**src/rtl/seg7_pkg.sv**
```systemverilog
// Shared types and constants for the seven-segment scan driver.
// Segment vectors are {g,f,e,d,c,b,a}, active-low.
package seg7_pkg;

  localparam int N_DIGITS = 4;

  typedef logic [6:0] seg_t;

  localparam seg_t SEG_BLANK = 7'b1111111;
  localparam logic [N_DIGITS-1:0] AN_OFF = 4'b1111;

  localparam seg_t SEG_HEX [16] = '{
    7'b1000000,  // 0
    7'b1111001,  // 1
    7'b0100100,  // 2
    7'b0110000,  // 3
    7'b0011001,  // 4
    7'b0010010,  // 5
    7'b0000010,  // 6
    7'b1111000,  // 7
    7'b0000000,  // 8
    7'b0010000,  // 9
    7'b0001000,  // A
    7'b0000011,  // b
    7'b1000110,  // C
    7'b0100001,  // d
    7'b0000110,  // E
    7'b0001110   // F
  };

endpackage

```
**src/rtl/hex_to_seg7.sv**
```systemverilog
// Combinational hex nibble to active-low seven-segment decoder.
module hex_to_seg7
  import seg7_pkg::*;
(
  input  logic [3:0] nib,
  output seg_t       seg
);

  assign seg = SEG_HEX[nib];

endmodule

```
**src/rtl/seg7_scan.sv**
```systemverilog
// Four-digit multiplexed hex display driver with a double-buffered value.
// The display register only reloads on the 3->0 index wrap, so a frame never mixes values.
module seg7_scan
  import seg7_pkg::*;
#(
  parameter int REFRESH_DIV = 50000,
  parameter bit BLANK_LZ    = 1'b1
) (
  input  logic                clk,
  input  logic                rst_n,
  input  logic [15:0]         in_data,
  input  logic [N_DIGITS-1:0] in_dp,
  input  logic                in_load,
  output seg_t                out_seg,
  output logic                out_dp,
  output logic [N_DIGITS-1:0] out_an,
  output logic                out_tick
);

  localparam int CNT_W = $clog2(REFRESH_DIV);
  localparam logic [CNT_W-1:0] CNT_LAST = CNT_W'(REFRESH_DIV - 1);

  logic [CNT_W-1:0]    cnt;
  logic [1:0]          idx;
  logic                adv;
  logic [15:0]         pend_data;
  logic [N_DIGITS-1:0] pend_dp;
  logic [15:0]         disp_data;
  logic [N_DIGITS-1:0] disp_dp;

  logic                term;
  logic                blank;
  logic [3:0]          nib;
  logic [N_DIGITS-1:0] an_sel;
  seg_t                seg_dec;

  // Outputs are built from the pre-edge index, so each slot appears one edge
  // after the index register moves and lasts exactly REFRESH_DIV cycles.
  always_comb begin
    term   = (cnt == CNT_LAST);
    nib    = disp_data[{idx, 2'b00} +: 4];
    an_sel = ~(4'b0001 << idx);
    blank  = 1'b0;
    if (BLANK_LZ) begin
      case (idx)
        2'd1:    blank = (disp_data[15:4]  == 12'h000);
        2'd2:    blank = (disp_data[15:8]  == 8'h00);
        2'd3:    blank = (disp_data[15:12] == 4'h0);
        default: blank = 1'b0;
      endcase
    end
  end

  hex_to_seg7 u_dec (
    .nib (nib),
    .seg (seg_dec)
  );

  always_ff @(posedge clk) begin
    if (!rst_n) begin
      cnt       <= '0;
      idx       <= '0;
      adv       <= 1'b0;
      pend_data <= '0;
      pend_dp   <= '0;
      disp_data <= '0;
      disp_dp   <= '0;
      out_an    <= AN_OFF;
      out_seg   <= SEG_BLANK;
      out_dp    <= 1'b1;
      out_tick  <= 1'b0;
    end else begin
      cnt      <= term ? '0 : cnt + 1'b1;
      adv      <= term;
      out_tick <= adv;
      if (term) idx <= idx + 2'd1;
      if (in_load) begin
        pend_data <= in_data;
        pend_dp   <= in_dp;
      end
      // On the wrap edge the display takes the pending value from before this edge.
      if (term && idx == 2'd3) begin
        disp_data <= pend_data;
        disp_dp   <= pend_dp;
      end
      if (blank) begin
        out_an  <= AN_OFF;
        out_seg <= SEG_BLANK;
        out_dp  <= 1'b1;
      end else begin
        out_an  <= an_sel;
        out_seg <= seg_dec;
        out_dp  <= ~disp_dp[idx];
      end
    end
  end

endmodule

```
**config.mk**
```make
export PLATFORM = sky130hd
export DESIGN_NAME = seg7_scan
export DESIGN_NICKNAME = d
export VERILOG_FILES = /design/src/rtl/seg7_pkg.sv /design/src/rtl/hex_to_seg7.sv /design/src/rtl/seg7_scan.sv
export SDC_FILE = /design/constraint.sdc
export NUM_CORES = 1
export LEC_CHECK = 0
export CORE_MARGIN = 4
export CORE_UTILIZATION = 60
export CTS_CLUSTER_DIAMETER = 80
export DETAILED_ROUTE_END_ITERATION = 10
export PLACE_DENSITY = 0.84
export SLEW_MARGIN = 30
export SYNTH_ARGS = -nofsm -noshare
export SYNTH_HDL_FRONTEND = slang
export SYNTH_SLANG_ARGS = --single-unit
```
**constraint.sdc**
```tcl
create_clock -name clk -period 3.39 [get_ports clk]
set_clock_uncertainty 0.1 [all_clocks]
set_input_delay 0.339 -clock clk [delete_from_list [all_inputs] [get_ports clk]]
set_output_delay 0.339 -clock clk [all_outputs]
set_load 0.02 [all_outputs]
```
==> results of run 1 <==
cells in the mapped netlist:
cell type,count
sky130_fd_sc_hd__nand2b_1,2
sky130_fd_sc_hd__dfxtp_1,72
sky130_fd_sc_hd__clkbuf_1,10
sky130_fd_sc_hd__and2_1,3
sky130_fd_sc_hd__buf_4,2
sky130_fd_sc_hd__nor2_1,21
sky130_fd_sc_hd__and4_1,1
sky130_fd_sc_hd__a31o_2,1
sky130_fd_sc_hd__a21o_1,1
sky130_fd_sc_hd__mux2i_2,1
sky130_fd_sc_hd__and4b_1,1
sky130_fd_sc_hd__o221ai_1,2
sky130_fd_sc_hd__mux4_2,4
sky130_fd_sc_hd__o211ai_1,2
sky130_fd_sc_hd__or3_1,2
sky130_fd_sc_hd__a22o_1,1
sky130_fd_sc_hd__o31ai_1,2
sky130_fd_sc_hd__mux2i_1,48
sky130_fd_sc_hd__a21oi_1,3
sky130_fd_sc_hd__nand4_1,4
sky130_fd_sc_hd__nand3_1,7
sky130_fd_sc_hd__buf_12,2
sky130_fd_sc_hd__nor3_1,4
sky130_fd_sc_hd__or4b_1,1
sky130_fd_sc_hd__ha_1,12
sky130_fd_sc_hd__nor4_1,7
sky130_fd_sc_hd__or4_1,1
sky130_fd_sc_hd__nand2_1,50
sky130_fd_sc_hd__and2_4,1
sky130_fd_sc_hd__nand3b_1,4
sky130_fd_sc_hd__mux2_2,3
sky130_fd_sc_hd__clkbuf_2,1
sky130_fd_sc_hd__or4b_4,1
sky130_fd_sc_hd__nor4_4,1
sky130_fd_sc_hd__xnor2_1,12
sky130_fd_sc_hd__xor2_1,4
sky130_fd_sc_hd__nor2b_1,21
sky130_fd_sc_hd__inv_1,10
sky130_fd_sc_hd__a31oi_1,1
sky130_fd_sc_hd__o311ai_0,1
sky130_fd_sc_hd__inv_2,1
registers in the layout, summed over array words and instances, names as in the netlist, 2 cells and up:
register / flops
cnt: 16
out_an: 4
disp_data: 16
out_seg: 7
disp_dp: 4
pend_data: 16
idx: 2
pend_dp: 4
kinds of logic (layout without fill, tap and decap cells):
family,after synthesis,after routing,share of synthesized area (%)
AO/OA/AOI/OAI,14,14,3.14
XOR/XNOR,16,16,4.29
adder cells (fa/ha/maj),12,12,4.60
buffers and inverters,26,65,4.25
flip-flops,72,72,44.1
multiplexers,56,56,18.9
AND/OR/NAND/NOR,132,132,20.7
worst max-delay path by stage:
stage,from,endpoint,slack [ns],cells after the start
2_1_floorplan,idx[0],out_seg[3],1.22,7
3_3_place_gp,idx[0],out_seg[3],1.08,6
3_5_place_dp,idx[0],out_seg[3],1.0,6
4_1_cts,idx[0],out_seg[3],0.97,6
5_1_grt,idx[0],out_seg[3],0.83,6
6_report,idx[0],out_seg[3],0.97,6
per-stage QoR:
| step | setup slack (ns) | hold WS [ns] | power, uW |
|---|---|---|---|
| after floorplan | 1.22 | 0.312 | 953 |
| after global placement | 1.08 | 0.323 | 995 |
| after detailed placement | 0.998 | 0.335 | 997 |
| after CTS | 0.971 | 0.142 | 1660 |
| after global routing | 0.830 | 0.160 | 1700 |
| final | 0.965 | 0.146 | 1650 |
power breakdown:
| group | leakage, uW | total (uW) | switching (uW) | internal (uW) |
|---|---|---|---|---|
| sequential | 0.000587 | 878 | 11.1 | 867 |
| combinational | 0.000739 | 98.9 | 44.0 | 54.9 |
| clock | 0.0000993 | 671 | 313 | 359 |
| total | 0.00143 | 1650 | 368 | 1280 |
area by class of cell:
cell class	count	area (sq um)	area share, %
Clock buffer	11	141	3.70
Clock inverter	5	56.3	1.47
Inverter	11	41.3	1.08
Multi-Input combinational cell	230	1690	44.1
Sequential cell	72	1440	37.7
Tap cell	70	87.6	2.29
Timing Repair Buffer	38	368	9.62
per-layer routing:
metal	share of wire (%)	track usage (%)	vias up
met4	2.1	11.6	0
met5	0	0	-
li1	-	-	1189
met2	49	31.7	59
met1	46	24.9	1104
met3	3.6	3.84	13
critical path, delay by kind of cell (launching register included):
| kind | cells | cell delay [ns] |
|---|---|---|
| mux | 2 | 1.06 |
| flops | 1 | 0.61 |
| buf+inv | 2 | 0.23 |
| fa+ha+maj | 1 | 0.18 |
| simple gates | 1 | 0.14 |
==> results_tabular.tex, run 1 <==
\begin{tabular}{lr}
\hline
Metric & Value \\
\hline
\multicolumn{2}{l}{\textbf{Clock network}} \\
\quad Clock insertion delay at the later pin of the skew report & 0.35 ns \\
\quad Clock root buffer master & sky130\_fd\_sc\_hd\_\_clkbuf\_8 \\
\quad Cts bufs inserted & 9 \\
\quad Cells resized by post-CTS repair & 0 \\
\quad Hold-fix buffer count after cts & 0 \\
\quad Clock transition at path regs & 0.07 ns \\
\quad Count of H-tree levels built during CTS & 3 \\
\quad Clk sink count & 72 \\
\quad Clock tree from TritonCTS & yes \\
\quad Setup repair bufs after CTS & 0 \\
\quad Maximum root-to-sink buffer count & 2 \\
\multicolumn{2}{l}{\textbf{STA}} \\
\quad Final count of pins violating max slew & 0 \\
\quad Setup repair after global routing missed its margin & no \\
\quad Worst Max-Slew Pin Slew & 0.628 ns \\
\quad Upper clock frequency limit & 412 MHz \\
\quad Final worst path period share & 71.5\% \\
\quad Number of endpoints failing setup at the final stage & 0 \\
\quad Max-Slew Margin vs Limit & 57.3\% \\
\quad Total count of hold-check failures in the final report & 0 \\
\quad Final critical path time including I/O delays and setup & 2.42 ns \\
\quad Total negative slack & 0 ns \\
\multicolumn{2}{l}{\textbf{Setup path}} \\
\quad Maximum cell stage delay along the critical path & 0.63 ns \\
\quad FF-to-FF End & out\_seg[3] \\
\quad R2r startpoint & idx[0] \\
\quad Setup slack of the most critical reg-to-reg path & 0.97 ns \\
\quad Worst-path maximum fanout & 10 \\
\quad Kind of end point of the critical path & flip-flop \\
\quad Crit path launch type & flip-flop \\
\quad CP arrival & 2.56 ns \\
\quad Slowest CP cell & sky130\_fd\_sc\_hd\_\_mux4\_2 \\
\quad Ordered list of cells on the worst path & mux4\_2 > inv\_1 > ha\_1 > inv\_1 > mux4\_2 > nand2b\_1 \\
\quad CP Data Required Time & 3.53 ns \\
\quad Logic depth of the worst register-to-register path & 6 \\
\quad Worst setup path class & flip-flop to flip-flop \\
\multicolumn{2}{l}{\textbf{Pwr}} \\
\quad Max VDD drop & 0.000332 V \\
\quad Pwr Density & 431 mW/mm\^{}2 \\
\quad Leakage power & 0.00143 uW \\
\multicolumn{2}{l}{\textbf{Cells and area}} \\
\quad Area Overhead vs Synth & 17.0\% \\
\quad Final std cell area, no fill & 0.00382 sq mm \\
\quad Fraction of final layout cells with drive strength greater than 1 & 8.72\% \\
\quad Fillers & 394 \\
\quad Most common cell after layout, fill and taps aside & sky130\_fd\_sc\_hd\_\_dfxtp\_1 \\
\quad Number of cells in the finished layout apart from fillers & 437 \\
\quad Most used cells in the layout excluding fill and tap cells & sky130\_fd\_sc\_hd\_\_dfxtp\_1, sky130\_fd\_sc\_hd\_\_nand2\_1, sky130\_fd\_sc\_hd\_\_mux2i\_1, sky130\_fd\_sc\_hd\_\_clkdlybuf4s50\_1 \\
\quad Share of the core filled with cells & 73.4\% \\
\quad Antenna diode count & 0 \\
\quad Net total in the final layout & 397 \\
\multicolumn{2}{l}{\textbf{Place}} \\
\quad Buffers added on ports & 35 \\
\quad Area after detailed placement & 0.00362 sq mm \\
\quad HPWL Detailed & 4.20 mm \\
\quad Placed insts & 421 \\
\quad Final estimated routing congestion in global placement & 0.901 \\
\multicolumn{2}{l}{\textbf{Detailed routing}} \\
\quad Violation count after the first detailed-route iteration & 87 \\
\quad Number of remaining DRC errors & 0 \\
\quad Total via count after detailed routing & 2,365 \\
\quad Antenna-violating nets left & 0 \\
\quad Routed via count divided by cell count & 5.41 \\
\quad DRT Pass-1 Iters & 4 \\
\quad DR WL/cell & 14.0 microns \\
\quad DRT Wirelength & 6.12 mm \\
\multicolumn{2}{l}{\textbf{Floorplan}} \\
\quad Initial standard-cell utilization of the core & 62.8\% \\
\quad Core footprint & 0.00520 sq mm \\
\quad Die Outline Area & 0.00669 sq mm \\
\quad Width of the die & 81.8 microns \\
\quad Die Span Y & 81.8 microns \\
\quad Standard-cell rows & 26 \\
\quad Number of top-level design ports & 36 \\
\multicolumn{2}{l}{\textbf{Synthesis}} \\
\quad Synth top area cells & sky130\_fd\_sc\_hd\_\_dfxtp\_1, sky130\_fd\_sc\_hd\_\_mux2i\_1, sky130\_fd\_sc\_hd\_\_nand2\_1, sky130\_fd\_sc\_hd\_\_ha\_1, sky130\_fd\_sc\_hd\_\_nor2b\_1 \\
\quad Total of flip-flops plus latches after synthesis & 72 \\
\quad Fraction of synthesized cell area taken by the top area cell type & 44.1\% \\
\quad Leading area contributor after synthesis & sky130\_fd\_sc\_hd\_\_dfxtp\_1 \\
\quad Share of synthesized area occupied by flip-flops and latches & 44.1\% \\
\quad Mean Syn Cell Area & 9.96 sq um \\
\quad Count of synthesis-stage warnings from yosys & 0 \\
\quad Netlist cell types & 41 \\
\quad Post-Syn Nets & 363 \\
\quad Synthesized instance count & 328 \\
\quad Cell Area, Synth & 0.00327 sq mm \\
\multicolumn{2}{l}{\textbf{Hold path}} \\
\quad Startpoint of the worst hold path & rst\_n \\
\quad Worst hold path stage count & 2 \\
\quad Hold EP & out\_tick \\
\quad Worst min path class & input pin to flip-flop \\
\multicolumn{2}{l}{\textbf{Status}} \\
\quad Run status & finished clean \\
\multicolumn{2}{l}{\textbf{Global routing}} \\
\quad First-pass GRT wire length & 10.1 mm \\
\quad Total gr overflow & 0 \\
\quad Initial antenna violation count & 0 \\
\quad Total global routing track utilization & 19.9\% \\
\quad Largest net degree at the start of global routing & 65 \\
\quad Via count of the first global-routing pass & 2,224 \\
\multicolumn{2}{l}{\textbf{Job}} \\
\quad Count of max-cap constraint violations & 0 \\
\hline
\end{tabular}
Note: power is estimated with default switching activity, not from simulation.
==> run 2, diff against run 1 <==
- CORE_UTILIZATION: 60 -> 56
- PLACE_DENSITY: 0.84 -> 0.79
- clock period: 3.39 -> 2.3 ns (I/O delays scaled with it)
==> results_tabular.tex, run 2 (synthesized netlist as in run 1, its figures left out) <==
\begin{tabular}{lr}
\hline
Metric & Value \\
\hline
\multicolumn{2}{l}{\textbf{Detailed routing}} \\
\quad Antenna-violating nets left & 0 (unchanged) \\
\quad Violation count after the first detailed-route iteration & 87 (unchanged) \\
\quad DR WL/cell & 13.2 microns (-5.7\%) \\
\quad DRT Pass-1 Iters & 4 (unchanged) \\
\quad DRT Wirelength & 5.93 mm (-3.2\%) \\
\quad Total via count after detailed routing & 2,381 (+0.68\%) \\
\quad Routed via count divided by cell count & 5.30 (-2.0\%) \\
\quad Number of remaining DRC errors & 0 (unchanged) \\
\multicolumn{2}{l}{\textbf{Status}} \\
\quad Run status & finished clean \\
\multicolumn{2}{l}{\textbf{Cells and area}} \\
\quad Most common cell after layout, fill and taps aside & sky130\_fd\_sc\_hd\_\_dfxtp\_1 \\
\quad Registers with the most flip-flops & cnt x16, disp\_data x16, pend\_data x16 \\
\quad Area Overhead vs Synth & 18.7\% \\
\quad Antenna diode count & 0 (unchanged) \\
\quad Share of the core filled with cells & 69.6\% (-3.9 points) \\
\quad Most used cells in the layout excluding fill and tap cells & sky130\_fd\_sc\_hd\_\_dfxtp\_1, sky130\_fd\_sc\_hd\_\_nand2\_1, sky130\_fd\_sc\_hd\_\_mux2i\_1, sky130\_fd\_sc\_hd\_\_clkdlybuf4s50\_1 \\
\quad Net total in the final layout & 409 (+3.0\%) \\
\quad Number of cells in the finished layout apart from fillers & 449 (+2.7\%) \\
\quad Fraction of final layout cells with drive strength greater than 1 & 11.7\% (+3.0 points) \\
\multicolumn{2}{l}{\textbf{Setup path}} \\
\quad CP Data Required Time & 2.43 ns (-1.10 ns) \\
\quad Worst setup path class & flip-flop to flip-flop \\
\quad CP arrival & 2.21 ns (-0.35 ns) \\
\quad Crit path launch type & flip-flop \\
\quad Kind of end point of the critical path & flip-flop \\
\quad Worst-path maximum fanout & 6 (-4) \\
\multicolumn{2}{l}{\textbf{Floorplan}} \\
\quad Die Outline Area & 0.00712 sq mm (+6.4\%) \\
\quad Initial standard-cell utilization of the core & 58.6\% (-4.2 points) \\
\quad Width of the die & 84.4 microns (+3.2\%) \\
\quad Core footprint & 0.00557 sq mm (+7.1\%) \\
\quad Die Span Y & 84.4 microns (+3.2\%) \\
\quad Standard-cell rows & 27 (+3.8\%) \\
\quad Number of top-level design ports & 36 (unchanged) \\
\multicolumn{2}{l}{\textbf{Clock network}} \\
\quad Maximum root-to-sink buffer count & 2 (unchanged) \\
\quad Count of H-tree levels built during CTS & 3 (unchanged) \\
\quad Clock transition at path regs & 0.07 ns (about the same) \\
\quad Clock insertion delay at the later pin of the skew report & 0.34 ns (about the same) \\
\quad Clk sink count & 72 (unchanged) \\
\quad Cells resized by post-CTS repair & 0 (unchanged) \\
\quad Clock tree from TritonCTS & yes \\
\quad Setup repair bufs after CTS & 0 (unchanged) \\
\quad Cts bufs inserted & 9 (unchanged) \\
\quad Hold-fix buffer count after cts & 0 (unchanged) \\
\quad Clock root buffer master & sky130\_fd\_sc\_hd\_\_clkbuf\_8 \\
\multicolumn{2}{l}{\textbf{STA}} \\
\quad Final critical path time including I/O delays and setup & 2.08 ns (-0.349 ns) \\
\quad Setup repair after global routing missed its margin & no \\
\quad Number of endpoints failing setup at the final stage & 0 (unchanged) \\
\quad Worst Max-Slew Pin Slew & 0.342 ns (-0.286 ns) \\
\quad Max-Slew Margin vs Limit & 76.5\% (+19 points) \\
\quad Total negative slack & 0 ns (unchanged) \\
\quad Total count of hold-check failures in the final report & 0 (unchanged) \\
\quad Worst Setup Slack, final & 0.224 ns (-0.741 ns) \\
\quad Final worst path period share & 90.2\% (+19 points) \\
\quad Final count of pins violating max slew & 0 (unchanged) \\
\quad Upper clock frequency limit & 482 MHz (+17\%) \\
\multicolumn{2}{l}{\textbf{Job}} \\
\quad Count of max-cap constraint violations & 0 (unchanged) \\
\multicolumn{2}{l}{\textbf{Hold path}} \\
\quad Worst min path class & input pin to flip-flop \\
\multicolumn{2}{l}{\textbf{Place}} \\
\quad Placed insts & 435 (+3.3\%) \\
\quad Buffers added on ports & 35 (unchanged) \\
\quad Setup slack at placement & 0.180 ns (-0.819 ns) \\
\quad HPWL Detailed & 4.26 mm (+1.5\%) \\
\quad Final estimated routing congestion in global placement & 0.912 (+1.2\%) \\
\multicolumn{2}{l}{\textbf{Global routing}} \\
\quad Initial antenna violation count & 0 (unchanged) \\
\quad Largest net degree at the start of global routing & 34 (-48\%) \\
\quad Total gr overflow & 0 (unchanged) \\
\quad First-pass GRT wire length & 10.3 mm (+2.0\%) \\
\quad Via count of the first global-routing pass & 2,275 (+2.3\%) \\
\quad Total global routing track utilization & 17.8\% (-2.1 points) \\
\multicolumn{2}{l}{\textbf{Pwr}} \\
\quad Pwr Density & 588 mW/mm\^{}2 (+36\%) \\
\quad Leakage power & 0.00147 uW (+3.0\%) \\
\quad Final total power & 2280 uW (+38\%) \\
\quad Max VDD drop & 0.000382 V (+15\%) \\
\hline
\end{tabular}
==> run 2: changes by cell type in the layout (fill, tap and decap cells not counted), sizes merged <==
| cell | previous run | this run |
|---|---|---|
| buf | 4 | 16 |
| bufinv | 1 | 0 |
| clkbuf | 11 | 10 |
==> run 2: power by group <==
| part | internal [uW] | switching (uW) | leakage, uW |
|---|---|---|---|
| combinational | 84.3 | 66.1 | 0.000798 |
| clock | 402 | 435 | 0.0000838 |
| sequential | 1280 | 16.4 | 0.000588 |
==> run 2: worst paths after layout <==
path / from / to / slack, ns / cells after the start
worst max-delay path: idx[0] / out_seg[3] / 0.22 / 6
worst max register to register: idx[0] / out_seg[3] / 0.22 / 6
worst min register to register: adv / out_tick / 0.33 / 1
worst min-delay path: rst_n / out_tick / 0.09 / 2
==> run 2: cell type report <==
type	instances	area, sq um
flip-flops and latches	72	1440
repair buffers	50	458
fillers	454	1700
clock buffers	10	138
multi-input cells	230	1690
well taps	72	90.1
inverters	11	41.3
clock inverters	4	22.5
==> run 2: worst max-delay path: stages, from the launching register on <==
cell and delay, ns:
sky130_fd_sc_hd__dfxtp_2 0.36, sky130_fd_sc_hd__mux4_2 0.58, sky130_fd_sc_hd__inv_1 0.14, sky130_fd_sc_hd__ha_1 0.17
sky130_fd_sc_hd__inv_1 0.04, sky130_fd_sc_hd__mux4_2 0.43, sky130_fd_sc_hd__nand2b_1 0.14
==> run 2: through the flow <==
| stage | cell area, sq um | hold WS [ns] |
|---|---|---|
| after floorplan | 3270 | 0.299 |
| after global routing | 3880 | 0.106 |
| final | 3880 | 0.0892 |
| after global placement | 3720 | 0.314 |
| after detailed placement | 3720 | 0.321 |
| after CTS | 3880 | 0.0812 |
==> run 2: per-layer routing <==
metal | global-route usage, % | vias to the layer above | share of wire (%)
li1 | - | 1211 | -
met1 | 22.2 | 1110 | 46
met2 | 29.0 | 48 | 48
met3 | 3.73 | 12 | 3.9
met4 | 9.35 | 0 | 2.0
met5 | 0 | - | 0
==> run 3, diff against run 2 <==
- CTS_CLUSTER_SIZE: unset -> 20
- SKIP_LAST_GASP: unset -> 1
==> results of run 3 <==
No change in the layout: final DEF, timing and power equal those of run 2.
